<file path="src/rtl/fifo_sync.sv">
// ============================================================================
// Module   : fifo_sync
// Desc     : Single-clock FIFO with registered read data and count-based flags.
//            Optional sticky overflow/underflow flags under FIFO_ERR_FLAGS_EN.
// Revision : 1.0
// ============================================================================
`default_nettype none

module fifo_sync #(
  parameter int fifo_depth = 8,
  parameter int fifo_width = 8
) (
  input  logic                  clk,
  input  logic                  rst_,
  input  logic                  fifo_write,
  input  logic                  fifo_read,
  input  logic [fifo_width-1:0] fifo_data_in,
  output logic [fifo_width-1:0] fifo_data_out,
  output logic                  fifo_full,
`ifdef FIFO_ERR_FLAGS_EN
  output logic                  fifo_overflow,
  output logic                  fifo_underflow,
`endif
  output logic                  fifo_empty
);

  localparam int                 c_aw   = (fifo_depth > 1) ? $clog2(fifo_depth) : 1;
  localparam logic [c_aw:0]      c_full = (c_aw+1)'(fifo_depth);
  localparam logic [c_aw-1:0]    c_one  = {{(c_aw-1){1'b0}}, 1'b1};

  logic [fifo_width-1:0] r_mem [fifo_depth];
  logic [c_aw-1:0]       rd_ptr;
  logic [c_aw-1:0]       wr_ptr;
  logic [c_aw:0]         cnt;
  logic                  w_rd_en;
  logic                  w_wr_en;

  assign fifo_empty = (cnt == '0);
  assign fifo_full  = (cnt == c_full);

  // A write on full is still accepted when a read frees a slot in the same cycle.
  assign w_rd_en = fifo_read && !fifo_empty;
  assign w_wr_en = fifo_write && (!fifo_full || w_rd_en);

  always_ff @(posedge clk) begin
    if (w_wr_en) begin
      r_mem[wr_ptr] <= fifo_data_in;
    end
  end

  always_ff @(posedge clk or negedge rst_) begin
    if (!rst_) begin
      rd_ptr        <= '0;
      wr_ptr        <= '0;
      cnt           <= '0;
      fifo_data_out <= '0;
    end else begin
      if (w_wr_en) begin
        wr_ptr <= wr_ptr + c_one;
      end
      if (w_rd_en) begin
        rd_ptr        <= rd_ptr + c_one;
        fifo_data_out <= r_mem[rd_ptr];
      end
      case ({w_wr_en, w_rd_en})
        2'b10:   cnt <= cnt + 1'b1;
        2'b01:   cnt <= cnt - 1'b1;
        default: cnt <= cnt;
      endcase
    end
  end

`ifdef FIFO_ERR_FLAGS_EN
  always_ff @(posedge clk or negedge rst_) begin
    if (!rst_) begin
      fifo_overflow  <= 1'b0;
      fifo_underflow <= 1'b0;
    end else begin
      if (fifo_write && fifo_full && !fifo_read) begin
        fifo_overflow <= 1'b1;
      end
      if (fifo_read && fifo_empty) begin
        fifo_underflow <= 1'b1;
      end
    end
  end
`endif

endmodule

`default_nettype wire

</file>
<file path="config.mk">
export PLATFORM = sky130hd
export DESIGN_NAME = fifo_sync
export DESIGN_NICKNAME = d
export VERILOG_FILES = /design/src/rtl/fifo_sync.sv
export SDC_FILE = /design/constraint.sdc
export NUM_CORES = 1
export LEC_CHECK = 0
export BUFFER_PORTS_ARGS = -buffer_cell sky130_fd_sc_hd__buf_2
export CAP_MARGIN = 15
export CORE_MARGIN = 2
export CORE_UTILIZATION = 60
export DETAILED_ROUTE_END_ITERATION = 10
export GPL_TIMING_DRIVEN = 0
export PLACE_DENSITY = 0.89
export SLEW_MARGIN = 10
export SYNTH_ARGS = -nofsm -noshare
export SYNTH_HDL_FRONTEND = slang
export SYNTH_SLANG_ARGS = --single-unit
</file>
<file path="constraint.sdc">
create_clock -name clk -period 3.25 [get_ports clk]
set_clock_uncertainty 0.05 [all_clocks]
set_input_delay 0.325 -clock clk [delete_from_list [all_inputs] [get_ports clk]]
set_output_delay 0.325 -clock clk [all_outputs]
set_load 0.02 [all_outputs]
</file>
==> results.ini, run 1 <==
[run_status]
outcome=complete, no violations

[pwr]
p_leak_uw=0.00148
power.density_nw_per_um2=885
vdd.ir_drop.worst_mv=0.472
report.power.total_uw=3410

[critical_path]
timing.critical_path.from=cnt[1]$_DFFE_PN0P_
endpoint_kind=flop
crit_fanout=5
cp-start-kind=flop
crit-reg2reg-capture=cnt[3]$_DFFE_PN0P_
crit_arrival_ns=2.64
timing.critical_path.to=cnt[3]$_DFFE_PN0P_
critical_path_class=reg -> reg
ff2ff_setup_slack_ns=0.82
worst_ep_required_time_ns=3.47
worstRegToRegCells=8
crit-reg2reg-launch=cnt[1]$_DFFE_PN0P_

[synthesis]
synth_fp_nets=227
syn_area_sq_um=3390
synth_async_sr_flop_share_pct=22.0
synth-seq-area-share_pct=69.9
yosys_cell_types=37
synth.ff_latch_count=82
syn-instance-count=210
synth_edf_count=64
synthesis.area_per_instance_sq_um=16.2
netlist.top_cell.by_area=sky130_fd_sc_hd__edfxtp_1
synth_area_leaders=sky130_fd_sc_hd__edfxtp_1 (57%), sky130_fd_sc_hd__dfrtp_1 (13%), sky130_fd_sc_hd__mux2i_1 (5.3%)
post-synth-top-area-fraction_pct=56.7
ys.flop_type=sky130_fd_sc_hd__edfxtp_1
synthesis.yosys.warnings=0

[global_routing]
antenna_violations_before_repair=0
grt_max_degree=19
via_count_of_the_first_global_routing_pass=1827
grt_pass1_wl_mm=9.44
grt.total_usage_pct=20.7
global_route.overflow_total=0

[finish]
drive_above_1_share_pct=28.6
final_net_count=267
fillerInstances=370
n_antenna_cell=0
synthToLayoutAreaGrowth_pct=13.6

[timing]
timing.final.crit_share_pct=74.6
rsz0062_at_grt=no
worst_pin_slew_ns=0.713
finalMaxSlewViolations=0
finalSetupViolCount=0
fin_tns_setup_ns=0
minimum_clock_period_ns=2.43
achievable-frequency_mhz=412
pnr_worst_setup_slack_ns=0.824
timing.slew.headroom_pct=52.3
hold_viol=0
timing.hold.ws_ns=0.208

[floorplanning]
i_o_pins=22
die_area_sq_um=6270
placement_rows=27
die-width_microns=79.2
effective_utilization_at_floorplan_pct=62.0
dieHeight_microns=79.2
fp.coreArea_sq_um=5470

[clocking]
cts_buffers=9
clock_insertion_delay_worst_skew_ns=0.35
cts_h_tree_depth=3
tritoncts_sinks=82
cts_tree=done
clk_path_buf_depth=2
post_cts.resized_instances=0
worst_setup_hold_path_clk_slew_ns=0.09
cts_root_buf=sky130_fd_sc_hd__clkbuf_8

[routing]
route.antenna.remaining_nets=0
detail_route.wl_per_cell_microns=18.0
vias=1835
initialDrtViolationCount=133
wirelength_mm=5.89
drt-vias-per-instance=5.61
first_pass_iters=4
final_routed_drc_violation_total=0

[placed_design]
gp_routability_congestion=0.754
place_hpwl_mm=4.01
port-buffer-count=21
dp_worst_setup_slack_ns=0.851

[hold_path]
min_delay_worst_type=in -> reg

[flow_run]
cap_violations=0

[final cells by class]
type / count / area (sq um) / area share, %
multi-input combinational: 114 / 952 / 24.7
timing repair buffer: 29 / 155 / 4.03
tap: 72 / 90.1 / 2.34
clock buffer: 9 / 124 / 3.22
buffer: 9 / 61.3 / 1.59
sequential: 82 / 2370 / 61.6
inverter: 5 / 18.8 / 0.487
clock inverter: 7 / 78.8 / 2.05
[synth_stat cells, drive strengths merged (4+ instances only)]
library cell  instances
mux2i                18
ha                    4
xnor2                 5
edfxtp               64
nand2                16
inv                   5
dfrtp                18
a221o                 8
o21ai                 9
mux2                 18
o22ai                 8
buf                   8
nor2                  6
[flip-flops by register name, summed over array words and instances, names as in the netlist]
name           cells
r_mem             64
fifo_data_out      8
cnt                4
rd_ptr             3
wr_ptr             3
[critical path, cell delays in order, from the launching register on]
cell,delay (ns)
sky130_fd_sc_hd__dfrtp_1,0.44
sky130_fd_sc_hd__o41ai_1,0.52
sky130_fd_sc_hd__or2_1,0.23
sky130_fd_sc_hd__inv_1,0.08
sky130_fd_sc_hd__ha_1,0.28
sky130_fd_sc_hd__a21o_1,0.17
sky130_fd_sc_hd__a21oi_1,0.19
sky130_fd_sc_hd__mux2i_1,0.23
sky130_fd_sc_hd__xor2_1,0.16
[logic make-up after synthesis]
logic type / Yosys count / share of synthesized area [%]
adder cells (fa/ha/maj): 5 / 2.07
AO/OA/AOI/OAI: 31 / 7.12
XOR/XNOR: 8 / 2.07
flip-flops: 82 / 69.9
AND/OR/NAND/NOR: 34 / 5.05
buffers and inverters: 14 / 2.36
multiplexers: 36 / 11.4
[worst min path at each step]
stage | start | to | cells past startpoint
after CTS | fifo_data_in[5] | r_mem[6][5]$_DFFE_PP_ | 1
after global routing | fifo_data_in[6] | r_mem[7][6]$_DFFE_PP_ | 1
after floorplan | rst_ | cnt[0]$_DFFE_PN0P_ | 0
after detailed placement | rst_ | wr_ptr[0]$_DFFE_PN0P_ | 1
after global placement | rst_ | wr_ptr[1]$_DFFE_PN0P_ | 1
final | fifo_data_in[5] | r_mem[6][5]$_DFFE_PP_ | 1
[cells in the final DEF, fill, tap and decap left out, drive strengths merged, types with 2 or more instances in the layout]
cell type,netlist,layout
a221o,8,8
buf,8,35
clkbuf,1,11
clkinv,0,5
dfrtp,18,18
edfxtp,64,64
ha,4,4
inv,5,6
mux2,18,18
mux2i,18,18
nand2,16,16
nor2,6,6
nor3,3,3
nor3b,2,2
o21ai,9,9
o22ai,8,8
xnor2,5,5
xor2,3,3
[power by group]
| part | switching (uW) | leakage [uW] | internal (uW) | total [uW] |
|---|---|---|---|---|
| Combinational | 639 | 0.000577 | 534 | 1170 |
| Sequential | 139 | 0.000794 | 1370 | 1510 |
| Clock | 367 | 0.000104 | 361 | 728 |
[routing by layer]
layer | GRT usage (%) | wire length (microns)
met3 | 6.36 | 235
met5 | 0 | 0
met1 | 27.3 | 2680
met4 | 5.34 | 48
met2 | 33.7 | 2930
[timing repair]
| item | CTS | global route |
|---|---|---|
| buffers inserted | 0 | 0 |
| hold endpoints to repair | 18 | 0 |
| hold buffers | 1 | 0 |
[through the flow]
step	util, %	cell area (sq um)	instances
finish	70.4	3850	327
global route	70.4	3850	327
CTS	70.2	3840	325
detailed placement	66.3	3630	308
global placement	65.5	3590	303
floorplan	-	3390	210
Power figures use the tool's default switching activity.
==> run 2: changes to the inputs <==
Settings changed: CORE_UTILIZATION 60 to 54, PLACE_DENSITY 0.89 to 0.85.
Clock period 3.25 ns to 2.06 ns, I/O delays scaled along.
==> run 2 against run 1 <==
The flow now finishes with violations (setup timing). Sequential power grew 61%. Utilization shrank 1.4 points. Die area grew 11%. Critical path type unchanged. Critical endpoint unchanged. Largest power group unchanged.
==> results.ini, run 2 (synthesized netlist as in run 1, its figures left out) <==
[run_status]
outcome=finished with violations
violations=setup timing

[clocking]
tritoncts_sinks=82  ; unchanged
clock_insertion_delay_worst_skew_ns=0.35  ; about the same
clk_path_buf_depth=2  ; unchanged
cts_buffers=9  ; unchanged
cts_root_buf=sky130_fd_sc_hd__clkbuf_8
cts_h_tree_depth=3  ; unchanged
cts_tree=done
worst_setup_hold_path_clk_slew_ns=0.09  ; about the same

[timing]
worst_pin_slew_ns=0.618  ; -0.0949 ns
timing.hold.ws_ns=0.0733  ; -0.135 ns
timing.slew.headroom_pct=58.6  ; +6.3 points
pnr_worst_setup_slack_ns=-0.193  ; -1.02 ns
rsz0062_at_grt=yes
finalSetupViolCount=21  ; +21
minimum_clock_period_ns=2.25  ; -0.173 ns
hold_viol=0  ; unchanged
finalMaxSlewViolations=0  ; unchanged
timing.final.crit_share_pct=109  ; +35 points
achievable-frequency_mhz=444  ; +7.7%

[global_routing]
antenna_violations_before_repair=0  ; unchanged
grt_pass1_wl_mm=10.0  ; +6.4%
grt.total_usage_pct=19.2  ; -1.5 points
grt_max_degree=19  ; unchanged
global_route.overflow_total=0  ; unchanged
via_count_of_the_first_global_routing_pass=1960  ; +7.3%

[hold_path]
min_delay_worst_type=in -> reg

[critical_path]
critical_path_class=reg -> reg
crit_slowest_cell=sky130_fd_sc_hd__dfrtp_2
path_buf_inv=1  ; unchanged
timing.critical_path.cells=o41ai_4, or2_1, inv_2, ha_4, a21o_1, a21oi_2, mux2i_1, xor2_1
cp-start-kind=flop
crit_fanout=3  ; -2
cp_top_family=compound AO/OA/AOI/OAI gates
max_stage_delay_ns=0.45  ; -0.07 ns
worst_ep_required_time_ns=2.26  ; -1.21 ns
endpoint_kind=flop
crit_arrival_ns=2.45  ; -0.19 ns

[pwr]
vdd.ir_drop.worst_mv=0.694  ; +47%
power.density_nw_per_um2=1420  ; +60%
p_leak_uw=0.00158  ; +6.8%

[flow_run]
cap_violations=0  ; unchanged

[routing]
route.antenna.remaining_nets=0  ; unchanged
first_pass_iters=4  ; unchanged
drt-vias-per-instance=5.64  ; +0.43%
vias=1933  ; +5.3%
detail_route.wl_per_cell_microns=19.5  ; +8.2%
final_routed_drc_violation_total=0  ; unchanged
initialDrtViolationCount=142  ; +6.8%
wirelength_mm=6.69  ; +13%

[placed_design]
port-buffer-count=21  ; unchanged
place_hpwl_mm=4.02  ; +0.27%
place.detailed.instances=310  ; +0.65%
postPlaceCellArea_sq_um=3630  ; +0.10%
gp_routability_congestion=0.756  ; +0.28%
dp_worst_setup_slack_ns=-0.395  ; -1.25 ns

[floorplanning]
fp.coreArea_sq_um=5990  ; +9.5%
effective_utilization_at_floorplan_pct=56.6  ; -5.4 points
die-width_microns=83.3  ; +5.1%
dieHeight_microns=83.3  ; +5.1%
i_o_pins=22  ; unchanged
die_area_sq_um=6930  ; +11%
placement_rows=28  ; +3.7%

[finish]
drive_above_1_share_pct=38.4  ; +9.8 points
final_area_sq_um=4130  ; +7.2%
reg.largest.list=r_mem x64, fifo_data_out x8, cnt x4
largest_register_ffs=64  ; unchanged
synthToLayoutAreaGrowth_pct=21.8
fillerInstances=381  ; +3.0%
final_net_count=280  ; +4.9%
finish.cell_count_without_fillers=343  ; +4.9%
final_common_cell=sky130_fd_sc_hd__edfxtp_1
most-common-layout-cells=sky130_fd_sc_hd__edfxtp_1 (64), sky130_fd_sc_hd__buf_2 (22), sky130_fd_sc_hd__mux2i_1 (18), sky130_fd_sc_hd__mux2_2 (16), sky130_fd_sc_hd__buf_4 (15)
n_antenna_cell=0  ; unchanged
register_with_the_highest_flop_count=r_mem

## run 2: cell types whose count changed in the layout (fill, tap and decap cells not counted), sizes merged
cell,previous run,this run
clkbuf,11,10
buf,35,49
inv,6,8
clkinv,5,1
clkinvlp,0,2
## run 2: path summary, 6_finish.rpt
kind / from / endpoint / depth (start not counted) / slack, ns
setup / recovery: cnt[1]$_DFFE_PN0P_ / cnt[3]$_DFFE_PN0P_ / 8 / -0.19
hold / removal: fifo_data_in[7] / r_mem[3][7]$_DFFE_PP_ / 1 / 0.07
setup reg to reg: cnt[1]$_DFFE_PN0P_ / cnt[3]$_DFFE_PN0P_ / 8 / -0.19
hold reg to reg: fifo_data_out[3]$_DFFE_PN0N_ / fifo_data_out[3]$_DFFE_PN0N_ / 2 / 0.44
max in group asynchronous: rst_ / cnt[1]$_DFFE_PN0P_ / 2 / 1.38
min in group asynchronous: rst_ / wr_ptr[2]$_DFFE_PN0P_ / 2 / 0.26
## run 2: layout make-up
| type | instances | area [sq um] | area share, % |
|---|---|---|---|
| Timing Repair Buffer | 42 | 295 | 7.15 |
| Buffer | 9 | 62.6 | 1.51 |
| Clock buffer | 9 | 124 | 3.00 |
| Clock inverter | 7 | 75.1 | 1.82 |
| Multi-Input combinational cell | 114 | 1080 | 26.3 |
| Tap cell | 75 | 93.8 | 2.27 |
| Sequential cell | 82 | 2380 | 57.5 |
| Inverter | 5 | 18.8 | 0.454 |
## run 2: per-layer routing
layer / track usage [%] / share of wire [%]
met1: 25.8 / 45
met2: 30.6 / 48
met3: 3.98 / 4.6
met4: 8.20 / 2.2
met5: 0 / 0
## run 2: power by group
group          leakage [uW]  internal (uW)  switching [uW]
combinational      0.000691           1050            1190
sequential         0.000790           2170             259
clock             0.0000943            569             622
## run 2: repair_timing
item	4_1_cts	5_1_grt
hold buffers	1	0
setup buffers	8	10
pin swaps	5	9
endpoints found under the setup margin	39	43
resized for setup	16	24
hold endpoints to repair	18	0
## run 2: worst register-to-register path, cell delays in order (launching register included)
cell	delay, ns
sky130_fd_sc_hd__dfrtp_2	0.45
sky130_fd_sc_hd__o41ai_4	0.37
sky130_fd_sc_hd__or2_1	0.19
sky130_fd_sc_hd__inv_2	0.07
sky130_fd_sc_hd__ha_4	0.20
sky130_fd_sc_hd__a21o_1	0.16
sky130_fd_sc_hd__a21oi_2	0.18
sky130_fd_sc_hd__mux2i_1	0.24
sky130_fd_sc_hd__xor2_1	0.25
## run 2: through the flow
step	total power (uW)	util (%)	TNS, ns
after floorplan	3760	-	-0.0408
after CTS	5620	66.4	-0.0658
after global placement	4170	60.2	-17.05
after detailed placement	4280	60.7	-8.12
after global routing	6160	69.0	-1.98
final	5860	69.0	-0.560
==> run 3: changes to the inputs <==
Settings changed: REMOVE_ABC_BUFFERS from default to 1.
==> run 3 against run 2 <==
The flow still finishes with violations (setup timing). Clock power about the same. Routed wire length down 2.8%. Sequential power up 8%. Worst hold slack worse by 0.0065 ns. Die area unchanged.
==> results.ini, run 3 (synthesized netlist as in run 1, its figures left out) <==
[run_status]
outcome=finished with violations
violations=setup timing

[timing]
finalMaxSlewViolations=0  ; unchanged
timing.final.crit_share_pct=106  ; -3.5 points
minimum_clock_period_ns=2.18  ; -0.0731 ns
achievable-frequency_mhz=459  ; +3.4%
timing.slew.headroom_pct=41.3  ; -17 points
worst_pin_slew_ns=0.881  ; +0.263 ns
rsz0062_at_grt=yes
pnr_worst_setup_slack_ns=-0.120  ; +0.0731 ns
hold_viol=0  ; unchanged
finalSetupViolCount=17  ; -19%

[routing]
initialDrtViolationCount=175  ; +23%
wirelength_mm=6.50  ; -2.8%
final_routed_drc_violation_total=0  ; unchanged
drt-vias-per-instance=5.79  ; +2.7%
detail_route.wl_per_cell_microns=19.9  ; +2.0%
vias=1893  ; -2.1%
first_pass_iters=4  ; unchanged
route.antenna.remaining_nets=0  ; unchanged

[hold_path]
number_of_stages_on_the_worst_hold_path=1  ; unchanged
min_delay_worst_type=in -> reg

[critical_path]
crit_slowest_cell=sky130_fd_sc_hd__dfrtp_2
path_buf_inv=2  ; +1
max_stage_delay_ns=0.44  ; about the same
cp-start-kind=flop
endpoint_kind=flop
number_of_cells_on_the_critical_path=9  ; +1
worst_ep_required_time_ns=2.29  ; +0.03 ns
crit_arrival_ns=2.41  ; -0.04 ns
timing.critical_path.cells=o41ai_4, buf_4, or2_4, inv_4, ha_4, a21o_1, a21oi_2, mux2i_1, xor2_1
crit_fanout=2  ; -1
critical_path_class=reg -> reg
worstRegToRegCells=9  ; +1
cp_top_family=compound AO/OA/AOI/OAI gates

[finish]
final_net_count=264  ; -5.7%
register_with_the_highest_flop_count=r_mem
largest_register_ffs=64  ; unchanged
final_area_sq_um=3990  ; -3.5%
multi_input_area_sq_um=1060  ; -2.0%
fillerInstances=391  ; +2.6%
drive_above_1_share_pct=34.9  ; -3.5 points
final_common_cell=sky130_fd_sc_hd__edfxtp_1
n_antenna_cell=0  ; unchanged
most-common-layout-cells=sky130_fd_sc_hd__edfxtp_1 (64), sky130_fd_sc_hd__buf_2 (21), sky130_fd_sc_hd__mux2i_1 (18), sky130_fd_sc_hd__mux2_2 (16), sky130_fd_sc_hd__nand2_1 (15)
sequential_cell_area_sq_um=2380  ; unchanged
synthToLayoutAreaGrowth_pct=17.5
reg.largest.list=r_mem x64, fifo_data_out x8, cnt x4

[global_routing]
global_route.overflow_total=0  ; unchanged
grt_max_degree=35  ; +16
via_count_of_the_first_global_routing_pass=1908  ; -2.7%
antenna_violations_before_repair=0  ; unchanged
grt_pass1_wl_mm=10.1  ; +0.14%
grt.total_usage_pct=19.5  ; +0.34 points

[floorplanning]
fp.coreArea_sq_um=5990  ; unchanged
effective_utilization_at_floorplan_pct=56.6  ; unchanged
die_area_sq_um=6930  ; unchanged
dieHeight_microns=83.3  ; unchanged
die-width_microns=83.3  ; unchanged
placement_rows=28  ; unchanged
i_o_pins=22  ; unchanged

[flow_run]
cap_violations=0  ; unchanged

[clocking]
cts_h_tree_depth=3  ; unchanged
clock_insertion_delay_worst_skew_ns=0.35  ; about the same
cts_buffers=9  ; unchanged
cts_tree=done
tritoncts_sinks=82  ; unchanged
clk_path_buf_depth=2  ; unchanged
cts_root_buf=sky130_fd_sc_hd__clkbuf_8
worst_setup_hold_path_clk_slew_ns=0.09  ; about the same

[pwr]
p_leak_uw=0.00150  ; -4.7%
vdd.ir_drop.worst_mv=0.795  ; +14%
power.density_nw_per_um2=1400  ; -1.4%

[placed_design]
place_hpwl_mm=3.79  ; -5.8%
gp_routability_congestion=0.753  ; -0.38%
postPlaceCellArea_sq_um=3610  ; -0.76%
port-buffer-count=21  ; unchanged
dp_worst_setup_slack_ns=-0.600  ; -0.205 ns

[run 3: cell count changes in the layout (fill, tap and decap cells not counted), sizes merged]
cell | previous run | this run
inv | 8 | 6
clkbuf | 10 | 11
clkinv | 1 | 2
buf | 49 | 34
clkinvlp | 2 | 1
[run 3: power breakdown]
group          leakage [uW]  internal, uW  switching [uW]
Sequential         0.000790          2170             456
Combinational      0.000609           878             904
Clock              0.000101           602             573
Total               0.00150          3650            1930
[run 3: stage by stage]
| step | instances | utilization [%] | power (uW) | setup TNS [ns] | hold slack, ns |
|---|---|---|---|---|---|
| final | 327 | 66.5 | 5580 | -1.06 | 0.0668 |
| after global routing | 327 | 66.5 | 5860 | -2.98 | 0.0748 |
| after CTS | 323 | 65.4 | 5520 | -0.554 | 0.0624 |
| after detailed placement | 301 | 60.2 | 4210 | -5.21 | 0.114 |
| after global placement | 297 | 58.9 | 4070 | -49.33 | 0.109 |
| after floorplan | 201 | - | 3660 | -11.27 | -0.140 |
[run 3: final timing paths]
check                      slack (ns)                    startpoint                            to
hold reg to reg                  0.43  fifo_data_out[3]$_DFFE_PN0N_  fifo_data_out[3]$_DFFE_PN0N_
max in group asynchronous        1.36                          rst_         rd_ptr[0]$_DFFE_PN0N_
setup / recovery                -0.12            cnt[0]$_DFFE_PN0P_            cnt[3]$_DFFE_PN0P_
setup reg to reg                -0.12            cnt[0]$_DFFE_PN0P_            cnt[3]$_DFFE_PN0P_
hold / removal                   0.07               fifo_data_in[5]         r_mem[3][5]$_DFFE_PP_
min in group asynchronous        0.26                          rst_            cnt[3]$_DFFE_PN0P_
[run 3: layout make-up]
type                            instances  area share, %
Clock buffer                           11           3.55
Timing Repair Buffer                   35           5.65
Inverter                                5          0.534
Multi-Input combinational cell        114           26.7
Tap cell                               75           2.35
Clock inverter                          5           1.57
Sequential cell                        82           59.7
[run 3: timing repair]
action                                  in CTS  in global routing
setup buffers                                5                  4
cloned                                       0                  0
endpoints found under the setup margin      39                 50
hold buffers                                 1                  0
pin swaps                                    5                  5
hold endpoints to repair                    18                  0
gates resized for setup                     13                  5
[run 3: metal layers]
metal / track usage (%) / vias to the layer above / routed length, microns
met2: 32.4 / 53 / 3400
met1: 24.6 / 947 / 2670
met4: 6.86 / 0 / 123
li1: - / 878 / -
met5: 0 / - / 0
met3: 5.77 / 15 / 299
